[src/rtl/pc_seq_pkg.sv]
// Shared types and constants for the fetch PC sequencer.
// Optional PC_SEQ_PERF_EN adds performance counters to pc_sequencer.
package pc_seq_pkg;

  localparam int unsigned XLEN   = 32;
  localparam int unsigned REG_AW = 5;

  localparam logic [XLEN-1:0] RESET_PC_DEFAULT = 32'h0000_0000;
  localparam logic [XLEN-1:0] NOP_INSN         = 32'h0000_0013;
  localparam logic [XLEN-1:0] PC_STEP          = 32'h0000_0004;

  typedef enum logic {
    RUN  = 1'b0,
    WAIT = 1'b1
  } seq_state_e;

  // Redirect targets are forced to word alignment before use.
  function automatic logic [XLEN-1:0] align_target(input logic [XLEN-1:0] t);
    return t & ~XLEN'(3);
  endfunction

endpackage

[src/rtl/load_use_detect.sv]
// Combinational load-use hazard comparator between the EX load and ID sources.
module load_use_detect
  import pc_seq_pkg::*;
(
  input  logic              ex_mem_read,
  input  logic [REG_AW-1:0] ex_rd,
  input  logic [REG_AW-1:0] id_rs1,
  input  logic [REG_AW-1:0] id_rs2,
  output logic              luh
);

  logic rd_nonzero;
  logic src_match;

  assign rd_nonzero = (ex_rd != REG_AW'(0));
  assign src_match  = (ex_rd == id_rs1) || (ex_rd == id_rs2);
  assign luh        = ex_mem_read && rd_nonzero && src_match;

endmodule

[src/rtl/pc_sequencer.sv]
// Fetch PC owner: sequential advance, load-use stalls and EX redirects,
// holding redirects while a fetch is in flight. PC_SEQ_PERF_EN adds counters.
module pc_sequencer
  import pc_seq_pkg::*;
#(
  parameter logic [31:0] RESET_PC = RESET_PC_DEFAULT
) (
  input  logic              clk,
  input  logic              rst,
  input  logic              imem_ready,
  input  logic              ex_redirect,
  input  logic [XLEN-1:0]   ex_target,
  input  logic [REG_AW-1:0] id_rs1,
  input  logic [REG_AW-1:0] id_rs2,
  input  logic [REG_AW-1:0] ex_rd,
  input  logic              ex_mem_read,
  output logic [XLEN-1:0]   pc,
  output logic              ifid_stall,
  output logic              ifid_flush,
  output logic              idex_flush
`ifdef PC_SEQ_PERF_EN
  ,
  output logic [31:0]       stall_cycles,
  output logic [31:0]       redirect_count
`endif
);

  seq_state_e      state_q, state_d;
  logic [XLEN-1:0] pc_q, pc_d;
  logic [XLEN-1:0] pending_q, pending_d;
  logic [XLEN-1:0] target;
  logic            luh;

  assign target = align_target(ex_target);
  assign pc     = pc_q;

  load_use_detect u_luh (
    .ex_mem_read (ex_mem_read),
    .ex_rd       (ex_rd),
    .id_rs1      (id_rs1),
    .id_rs2      (id_rs2),
    .luh         (luh)
  );

  // State, PC and pending-target registers.
  always_ff @(posedge clk) begin
    if (rst) begin
      state_q   <= RUN;
      pc_q      <= RESET_PC;
      pending_q <= RESET_PC;
    end else begin
      state_q   <= state_d;
      pc_q      <= pc_d;
      pending_q <= pending_d;
    end
  end

  // Next state, next PC and pipeline controls; reset suppresses all controls.
  always_comb begin
    state_d    = state_q;
    pc_d       = pc_q;
    pending_d  = pending_q;
    ifid_stall = 1'b0;
    ifid_flush = 1'b0;
    idex_flush = 1'b0;
    if (!rst) begin
      unique case (state_q)
        RUN: begin
          if (ex_redirect) begin
            ifid_flush = 1'b1;
            idex_flush = 1'b1;
            if (imem_ready) begin
              pc_d = target;
            end else begin
              pending_d = target;
              state_d   = WAIT;
            end
          end else if (luh) begin
            ifid_stall = 1'b1;
            idex_flush = 1'b1;
          end else if (imem_ready) begin
            pc_d = pc_q + PC_STEP;
          end
        end
        WAIT: begin
          // ID holds a flushed slot here, so load-use is irrelevant.
          ifid_flush = 1'b1;
          if (ex_redirect) begin
            pending_d = target;
          end
          if (imem_ready) begin
            pc_d    = ex_redirect ? target : pending_q;
            state_d = RUN;
          end
        end
        default: begin
          state_d = RUN;
        end
      endcase
    end
  end

`ifdef PC_SEQ_PERF_EN
  logic luh_taken;
  logic redirect_taken;

  assign luh_taken      = (state_q == RUN) && !ex_redirect && luh;
  assign redirect_taken = ex_redirect;

  // Free-running performance counters, wrapping modulo 2^32.
  always_ff @(posedge clk) begin
    if (rst) begin
      stall_cycles   <= 32'h0;
      redirect_count <= 32'h0;
    end else begin
      if (luh_taken) begin
        stall_cycles <= stall_cycles + 32'h1;
      end
      if (redirect_taken) begin
        redirect_count <= redirect_count + 32'h1;
      end
    end
  end
`endif

endmodule

[config.mk]
export PLATFORM = sky130hd
export DESIGN_NAME = pc_sequencer
export DESIGN_NICKNAME = d
export VERILOG_FILES = /design/src/rtl/pc_seq_pkg.sv /design/src/rtl/load_use_detect.sv /design/src/rtl/pc_sequencer.sv
export SDC_FILE = /design/constraint.sdc
export NUM_CORES = 1
export LEC_CHECK = 0
export ABC_AREA = 1
export CAP_MARGIN = 20
export CORE_AREA = 2 2 100 102
export DETAILED_ROUTE_END_ITERATION = 12
export DIE_AREA = 0 0 102 104
export PLACE_DENSITY = 0.73
export SLEW_MARGIN = 20
export SYNTH_ARGS = -nofsm -noshare
export SYNTH_HDL_FRONTEND = slang
export SYNTH_HIERARCHICAL = 1
export SYNTH_SLANG_ARGS = --single-unit
[constraint.sdc]
create_clock -name clk -period 1.5 [get_ports clk]
set_input_delay 0.15 -clock clk [delete_from_list [all_inputs] [get_ports clk]]
set_output_delay 0.15 -clock clk [all_outputs]
set_load 0.03 [all_outputs]
# Word-level counts from Yosys, hierarchy flattened
# Index checks and enable logic that the tools add are counted.
# W data, S select, Z words.
word_totals:
  mem_bits_rw: 0
  rom_bits: 0
  word_cells: 42
  output_inout_bits: 35
  reg_bits: 65
  latch_bits: 0
  memories: 0
op_classes:
  n_div: 0
  shift: 0
  muxes: 23
  reduce_logical: 6
  n_lt_le_gt_ge: 0
  n_mul: 0
  eq_ne: 8
  add_sub_neg: 1
  bitwise: 1
ops:
  columns: ["cell", "count"]
  rows:
  - ["$mux W32", 8]
  - ["$pmux W32 S2", 2]
  - ["$add A32 B3 Y32 const B", 1]
  - ["$mux W1", 11]
  - ["$eq A5 B5 Y1", 2]
  - ["$ne A3 B3 Y1 const B", 3]
  - ["$ne A2 B2 Y1 const B", 3]
  - ["$reduce_bool A5 Y1", 1]
  - ["$pmux W1 S2", 2]
  - ["$reduce_and A4 Y1", 1]
  - ["$logic_and A1 B1 Y1", 2]
  - ["$reduce_and A2 Y1", 1]
  - ["$logic_or A1 B1 Y1", 1]
  - ["$not A1 Y1", 1]

# Logic depth before layout (Yosys ltp)
# Gate-level depths: netlist (run 1).
depth:
  depth_word: 7
  ltp_mapped: 13
  depth_no_buf: 12

# Modules after synthesis
# The synthesis (run 1) kept the hierarchy.
modules_own_cells:
  columns: ["module", "n_inst", "cells_each", "seq_area_each_um2", "area_each_um2"]
  rows:
  - ["pc_sequencer", 1, 651, 1301.2, 4015.1]
  - ["load_use_detect", 1, 45, 0.0, 195.2]

# Worst setup path after synthesis (run 1)
# OpenSTA, ideal clock, no wires.
synth_path:
  path_kind: "flip-flop to flip-flop"
  start: "register pc_q[3] (netlist: pc[3])"
  end: "register pc_q[18] (netlist: pc[18])"
  slack_ns: -0.210
  t_arrival_ns: 1.641
  n_path_buf: 0
  setup_time_ns: 0.070
  path_stages_with_launch: 12
  required_ns: 1.430
  synth_period_minus_slack_ns: 1.710
  cell_sequence: "dfxtp_1 -> ha_1 -> nand2_2 -> nor2_4 -> nand2_4 -> nor2_4 -> nor2_1 -> nor2_1 -> nand2_1 -> nand2_1 -> nand2_1 -> a21oi_1"
synth_between:
  elab_chain_cells: 5
synth_lines:
  columns: ["element", "line", "text"]
  rows:
  - ["start, declared", "pc_sequencer.sv:29", "logic [XLEN-1:0] pc_q, pc_d;"]
  - ["start signal, assigned", "pc_sequencer.sv:53", "pc_q <= pc_d;"]
  - ["$add A32 B3 Y32", "pc_sequencer.sv:82", "pc_d = pc_q + PC_STEP;"]
  - ["$mux W32", "pc_sequencer.sv:81", "end else if (imem_ready) begin"]
  - ["$mux W32", "pc_sequencer.sv:78", "end else if (luh) begin"]
  - ["$mux W32", "pc_sequencer.sv:69", "if (ex_redirect) begin"]
  - ["$pmux W32 S2", "pc_sequencer.sv:67", "unique case (state_q)"]
# Every way passes these cells. The select of a mux whose other input is x is not followed.
# A chain may end at the register's enable or synchronous reset.

# Final worst setup path (run 1)
layout_path:
  start: "register pc_q[3] (netlist: pc[3])"
  end: "register pc_q[26] (netlist: pc[26])"
# Same word-level chain as after synthesis.

==> results of run 1 <==
[area by class of cell]
class	count	area, um2	share of cell area [%]
Clock inverter	7	95.1	1.57
Clock buffer	9	124	2.04
Timing Repair Buffer	167	1460	24.1
Tap cell	133	166	2.74
Sequential cell	65	1320	21.8
Multi-Input combinational cell	554	2740	45.2
Inverter	41	156	2.58
[power by group through the flow]
| stage | clock (mW) | sequential, mW | combinational (mW) |
|---|---|---|---|
| after floorplan | 0 | 2.12 | 0.536 |
| after global placement | 0 | 2.00 | 1.23 |
| after detailed placement | 0 | 2.01 | 1.26 |
| after CTS | 1.69 | 1.97 | 1.22 |
| after global routing | 1.77 | 1.99 | 1.39 |
| final | 1.68 | 1.98 | 1.27 |
[state kept, by name (all words and copies together), names as in the netlist]
name	cells
pc	32
pending_q	32
state_q	1
[worst max-delay path: stages (launching register included)]
cell	delay [ns]
dfxtp_4	0.36
ha_4	0.14
nand2_4	0.06
nor2_4	0.17
nand2_4	0.11
nor2_4	0.21
buf_4	0.15
nand3_1	0.06
nand3_1	0.09
nand2_1	0.05
nand2_1	0.07
a21oi_2	0.05
[cell families after synthesis]
family	count (synthesis)
DFF	65
xor gates and xnor gates	7
adders and majority gates	1
and+or+nand+nor	350
AOI/OAI and AO/OA	196
buffers and inverters	77
[path summary, 6_finish.rpt]
path | startpoint | end | slack (ns) | cells after the start
max | pc[3] | pc[26] | -0.13 | 11
min | ex_target[2] | pc[2] | 0.45 | 3
max reg2reg | pc[3] | pc[26] | -0.13 | 11
min reg2reg | pending_q[0] | pending_q[0] | 0.45 | 2
[routing by layer]
layer | share of wire, % | track usage, % | up-vias
li1 | - | - | 2564
met1 | 46 | 39.5 | 2324
met2 | 45 | 39.6 | 213
met3 | 7.1 | 3.36 | 20
met4 | 1.4 | 7.05 | 0
met5 | 0 | 0 | -
[stage by stage]
stage	instance area [um2]	hold slack (ns)	utilization, %	worst slack, ns	instances
final	6060	0.452	63.5	-0.130	976
after global routing	6060	0.469	63.5	-0.224	976
after CTS	5920	0.444	61.9	-0.102	971
after detailed placement	5690	0.446	59.6	-0.532	953
after global placement	5690	0.432	59.6	-0.452	953
after floorplan	4230	0.229	-	-0.00392	696
[cell usage after synthesis, drive strengths merged]
cell and number:
xnor2 2, clkbuf 22, o31a 1, buf 14
nand4 2, nor2 80, nand2 234, ha 1
o21ai 74, clkinv 1, and2 1, xor2 5
nor3 6, dfxtp 65, o32ai 2, a31oi 3
nand3b 4, or2 1, a41oi 2, inv 40
a21oi 114, nand3 22
[repair_timing]
| action | 4_1_cts | 5_1_grt |
|---|---|---|
| gates cloned | 0 | 1 |
| setup endpoints to repair | 64 | 30 |
| pin swaps | 21 | 43 |
| gates resized for setup | 70 | 70 |
| setup buffers | 2 | 4 |
==> flow_summary.yaml, run 1 <==
synth:
  netlist_top_cells_area: "dfxtp_1 31%, nand2_1 20%, a21oi_1 13%"
  synth_cell_types: 32
  synth-compound-area-share_pct: 23.9
  syn_area_per_cell_um2: 6.05
  yosys.area.top_type: "dfxtp_1"
  synthesis.area_mm2: 0.00421
  synth-xor-area-share_pct: 1.46
  ys_warn_count: 6
  yosys_register_bits: 65
  synth-simple-area-share_pct: 35.1
  synthMuxAreaShare_pct: 0
  synth_top_area_share_pct: 30.9
  seq_area_frac_synth_pct: 30.9
  syn_inst: 696
  syn_nets: 749
  synth_top_family_by_area: "simple AND/OR/NAND/NOR gates"
  synthAdderAreaFrac_pct: 0.297
timing:
  rsz0062_at_grt: "yes"
  fin_ws_ns: -0.130
  finalSetupViolCount: 15
  tns_ns: -0.778
  final_max_slew_viol_count: 0
  finClkSkew_ns: 0.00893
  fmax_mhz: 614
  max_slew_margin_pct: 78.1
  min_period_ns: 1.63
  hold_viol: 0
  worst_pin_slew_ns: 0.329
  period_share_pct: 109
setup_path:
  crit_fanout: 5
  worstSetupPathType: "register to register"
  start_kind: "register"
  cp_data_arrival_time_ns: 1.87
  end_kind: "register"
  cp.required_ns: 1.74
power:
  p_int_mw: 3.34
  power.net_switching_mw: 1.59
  p_total_mw: 4.94
  p_per_area_mw_per_mm2: 814
  max-vdd-ir-drop_mv: 0.392
  clock_power_share_pct: 34.1
  switching_share_pct: 32.3
  p_seq_share_pct: 40.1
  p_leak_nw: 2.67
  combinationalPowerShare_pct: 25.8
cells_and_area:
  nFillCells: 896
  layout_commonest_cell: "nand2_1"
  diodes: 0
  drive_above_1_share_pct: 23.4
  nNetsFinal: 891
  layout_common_cells: "222 x nand2_1, 98 x a21oi_1, 77 x buf_4"
  area_growth_pct: 44.0
outcome:
  status: "complete, but fails checks"
  violations: "negative setup slack"
routing:
  drtIter0Drc: 323
  drt_first_pass_iters: 5
  drc: 0
  via_count: 5121
  drt_wl_total_um: 14100
  via_per_inst: 5.25
  avgRoutedWirePerCell_um: 14.5
  detail-route-antenna-nets: 0
cts:
  clk_pin_slew_ns: 0.08
  holdBufCountCts: 0
  clock_latency_ns: 0.35
  cts_tree: "yes"
  cts_inserted_buffers: 9
  cts.path.max_buffers: 2
  cts.sinks: 65
  cts-root-buf: "clkbuf_8"
  cts.htree.levels: 3
floorplan:
  fp.dieW_um: 102
  dieArea_mm2: 0.0106
  core_mm2: 0.00955
  die_height_um: 104
  rows: 36
  start_util_pct: 44.1
  io_pins: 87
global_routing:
  grt_max_degree: 61
  grt_pass1_vias: 4667
  antenna_found_initial: 0
  track_usage_pct: 26.4
  grt-ovfl-total: 0
  grt_pass1_wl_um: 22600
hold_path:
  hp-class: "input port to register"
placed_design:
  dp_hpwl_um: 10300
  port_buffers: 84
  gp_congestion: 0.960
flow_run:
  cap_violations: 0
Power figures use the tool's default switching activity.
==> inputs of run 2 (changes only) <==
--- a/config.mk
+++ b/config.mk
@@ -11,6 +11,7 @@
 export DETAILED_ROUTE_END_ITERATION = 12
 export DIE_AREA = 0 0 102 104
 export PLACE_DENSITY = 0.73
+export RECOVER_POWER = 100
 export SLEW_MARGIN = 20
 export SYNTH_ARGS = -nofsm -noshare
 export SYNTH_HDL_FRONTEND = slang
==> run 2 against run 1 <==
Net effect: the run still ends with negative setup slack left; cell area decreased by 0.74%; sequential power about the same; die area unchanged; register-to-register slack got worse by 0.02 ns; sequential share of layout area increased by 0.059 points; non-clock buffer count unchanged; wire length increased by 0.18%; maximum frequency decreased by 0.93%; sequential cell count unchanged; worst hold slack improved by 0.0022 ns; largest power group unchanged.
==> flow_summary.yaml, run 2 (synthesized netlist as in run 1, its figures left out) <==
routing:
  detail-route-antenna-nets: 0
  avgRoutedWirePerCell_um: 14.5
  drt_wl_total_um: 14100
  drtIter0Drc: 338
  via_count: 5138
  via_per_inst: 5.26
  drt_first_pass_iters: 5
  drc: 0
cts:
  cts.sinks: 65
  holdBufCountCts: 0
  cts.htree.levels: 3
  cts-root-buf: "clkbuf_8"
  cts_inserted_buffers: 9
  cts_tree: "yes"
  clock_latency_ns: 0.35
  clk_pin_slew_ns: 0.08
  cts.path.max_buffers: 2
power:
  p_seq_share_pct: 40.2
  p_per_area_mw_per_mm2: 817
  p_int_mw: 3.32
  power.net_switching_mw: 1.59
  p_total_mw: 4.92
  combinationalPowerShare_pct: 25.6
  max-vdd-ir-drop_mv: 0.386
  clock_power_share_pct: 34.2
  p_leak_nw: 2.65
  switching_share_pct: 32.4
cells_and_area:
  drive_above_1_share_pct: 22.2
  final_cells: 976
  layout_common_cells: "222 x nand2_1, 99 x a21oi_1, 69 x buf_4"
  nNetsFinal: 891
  layout_commonest_cell: "nand2_1"
  diodes: 0
  area_growth_pct: 42.9
setup_path:
  worstPathCellList: "ha_4, nand2_4, nor2_4, nand2_4, nor2_4, buf_4, nand3_1, nand3_1, nand2_1, nand2_1, a21oi_2"
  crit_path_max_incr_delay_ns: 0.36
  cp.required_ns: 1.74
  crit_path_top_delay_cell: "dfxtp_4"
  end_kind: "register"
  critPathBufInv: 1
  crit_fanout: 5
  start_kind: "register"
  crit_family: "simple AND/OR/NAND/NOR gates"
  cp_data_arrival_time_ns: 1.88
  worstSetupPathType: "register to register"
timing:
  worst_pin_slew_ns: 0.479
  finClkSkew_ns: 0.00914
  max_slew_margin_pct: 68.0
  hold_viol: 0
  tns_ns: -0.960
  rsz0062_at_grt: "yes"
  fmax_mhz: 608
  min_period_ns: 1.65
  fin_ws_ns: -0.145
  finalSetupViolCount: 16
  period_share_pct: 110
  final_max_slew_viol_count: 0
global_routing:
  grt_pass1_vias: 4667
  grt-ovfl-total: 0
  grt_max_degree: 61
  antenna_found_initial: 0
  track_usage_pct: 26.4
  grt_pass1_wl_um: 22600
placed_design:
  dp_hpwl_um: 10300
  port_buffers: 84
  gp_congestion: 0.960
  place_inst: 953
outcome:
  violations: "negative setup slack"
  status: "complete, but fails checks"
floorplan:
  rows: 36
  core_mm2: 0.00955
  dieArea_mm2: 0.0106
  start_util_pct: 44.1
  io_pins: 87
  die_height_um: 104
  fp.dieW_um: 102
flow_run:
  cap_violations: 0
hold_path:
  hp-class: "input port to register"
run 2: changes by cell type in the layout (fill, tap and decap cells not counted):
cell,change
dfxtp_2,-5
a21oi_1,+1
clkbuf_2,+3
clkbuf_4,+2
clkbuf_1,+4
a21oi_2,-1
dfxtp_1,+5
buf_4,-8
buf_12,-1
run 2: power by group through the flow:
stage / Combinational (mW) / Sequential (mW) / Clock [mW]
floorplan: 0.536 / 2.12 / 0
global placement: 1.23 / 2.00 / 0
detailed placement: 1.26 / 2.01 / 0
CTS: 1.22 / 1.97 / 1.69
global route: 1.37 / 1.99 / 1.77
finish: 1.26 / 1.97 / 1.68
run 2: path summary, 6_finish.rpt:
path	cells after the start	endpoint	startpoint	slack (ns)
min	3	pc[2]	ex_target[2]	0.45
max reg2reg	11	pc[26]	pc[3]	-0.15
min reg2reg	2	pending_q[0]	pending_q[0]	0.45
max	11	pc[26]	pc[3]	-0.15
run 2: layout make-up:
type                            count  area [um2]
Fill cell                         911        3530
Inverter                           41         156
Clock inverter                      7        95.1
Tap cell                          133         166
Timing Repair Buffer              167        1420
Sequential cell                    65        1320
Multi-Input combinational cell    554        2740
Clock buffer                        9         124
run 2: routing by layer:
layer	routed length, um	global-route usage, %	vias to the layer above
met5	0	0	-
met4	179	7.05	0
met3	999	3.36	19
met2	6380	39.6	209
met1	6590	39.5	2347
li1	-	-	2563
run 2: worst register-to-register path: stages, from the launching register on:
cell and delay (ns):
dfxtp_4 0.36, ha_4 0.14, nand2_4 0.06, nor2_4 0.17
nand2_4 0.11, nor2_4 0.21, buf_4 0.15, nand3_1 0.06
nand3_1 0.10, nand2_1 0.05, nand2_1 0.06, a21oi_2 0.05
run 2: timing repair:
action / 4_1_cts / 5_1_grt
resized for setup: 70 / 70
endpoints found under the setup margin: 64 / 30
setup buffers: 2 / 4
pin swaps: 21 / 43
gates cloned: 0 / 1
run 2: per-stage QoR:
stage / worst slack, ns / util (%) / hold WS, ns / area [um2]
final: -0.145 / 63.0 / 0.454 / 6020
after global routing: -0.224 / 63.0 / 0.469 / 6020
after CTS: -0.102 / 61.9 / 0.444 / 5920
after detailed placement: -0.532 / 59.6 / 0.446 / 5690
after global placement: -0.452 / 59.6 / 0.432 / 5690
after floorplan: -0.00392 / - / 0.229 / 4230
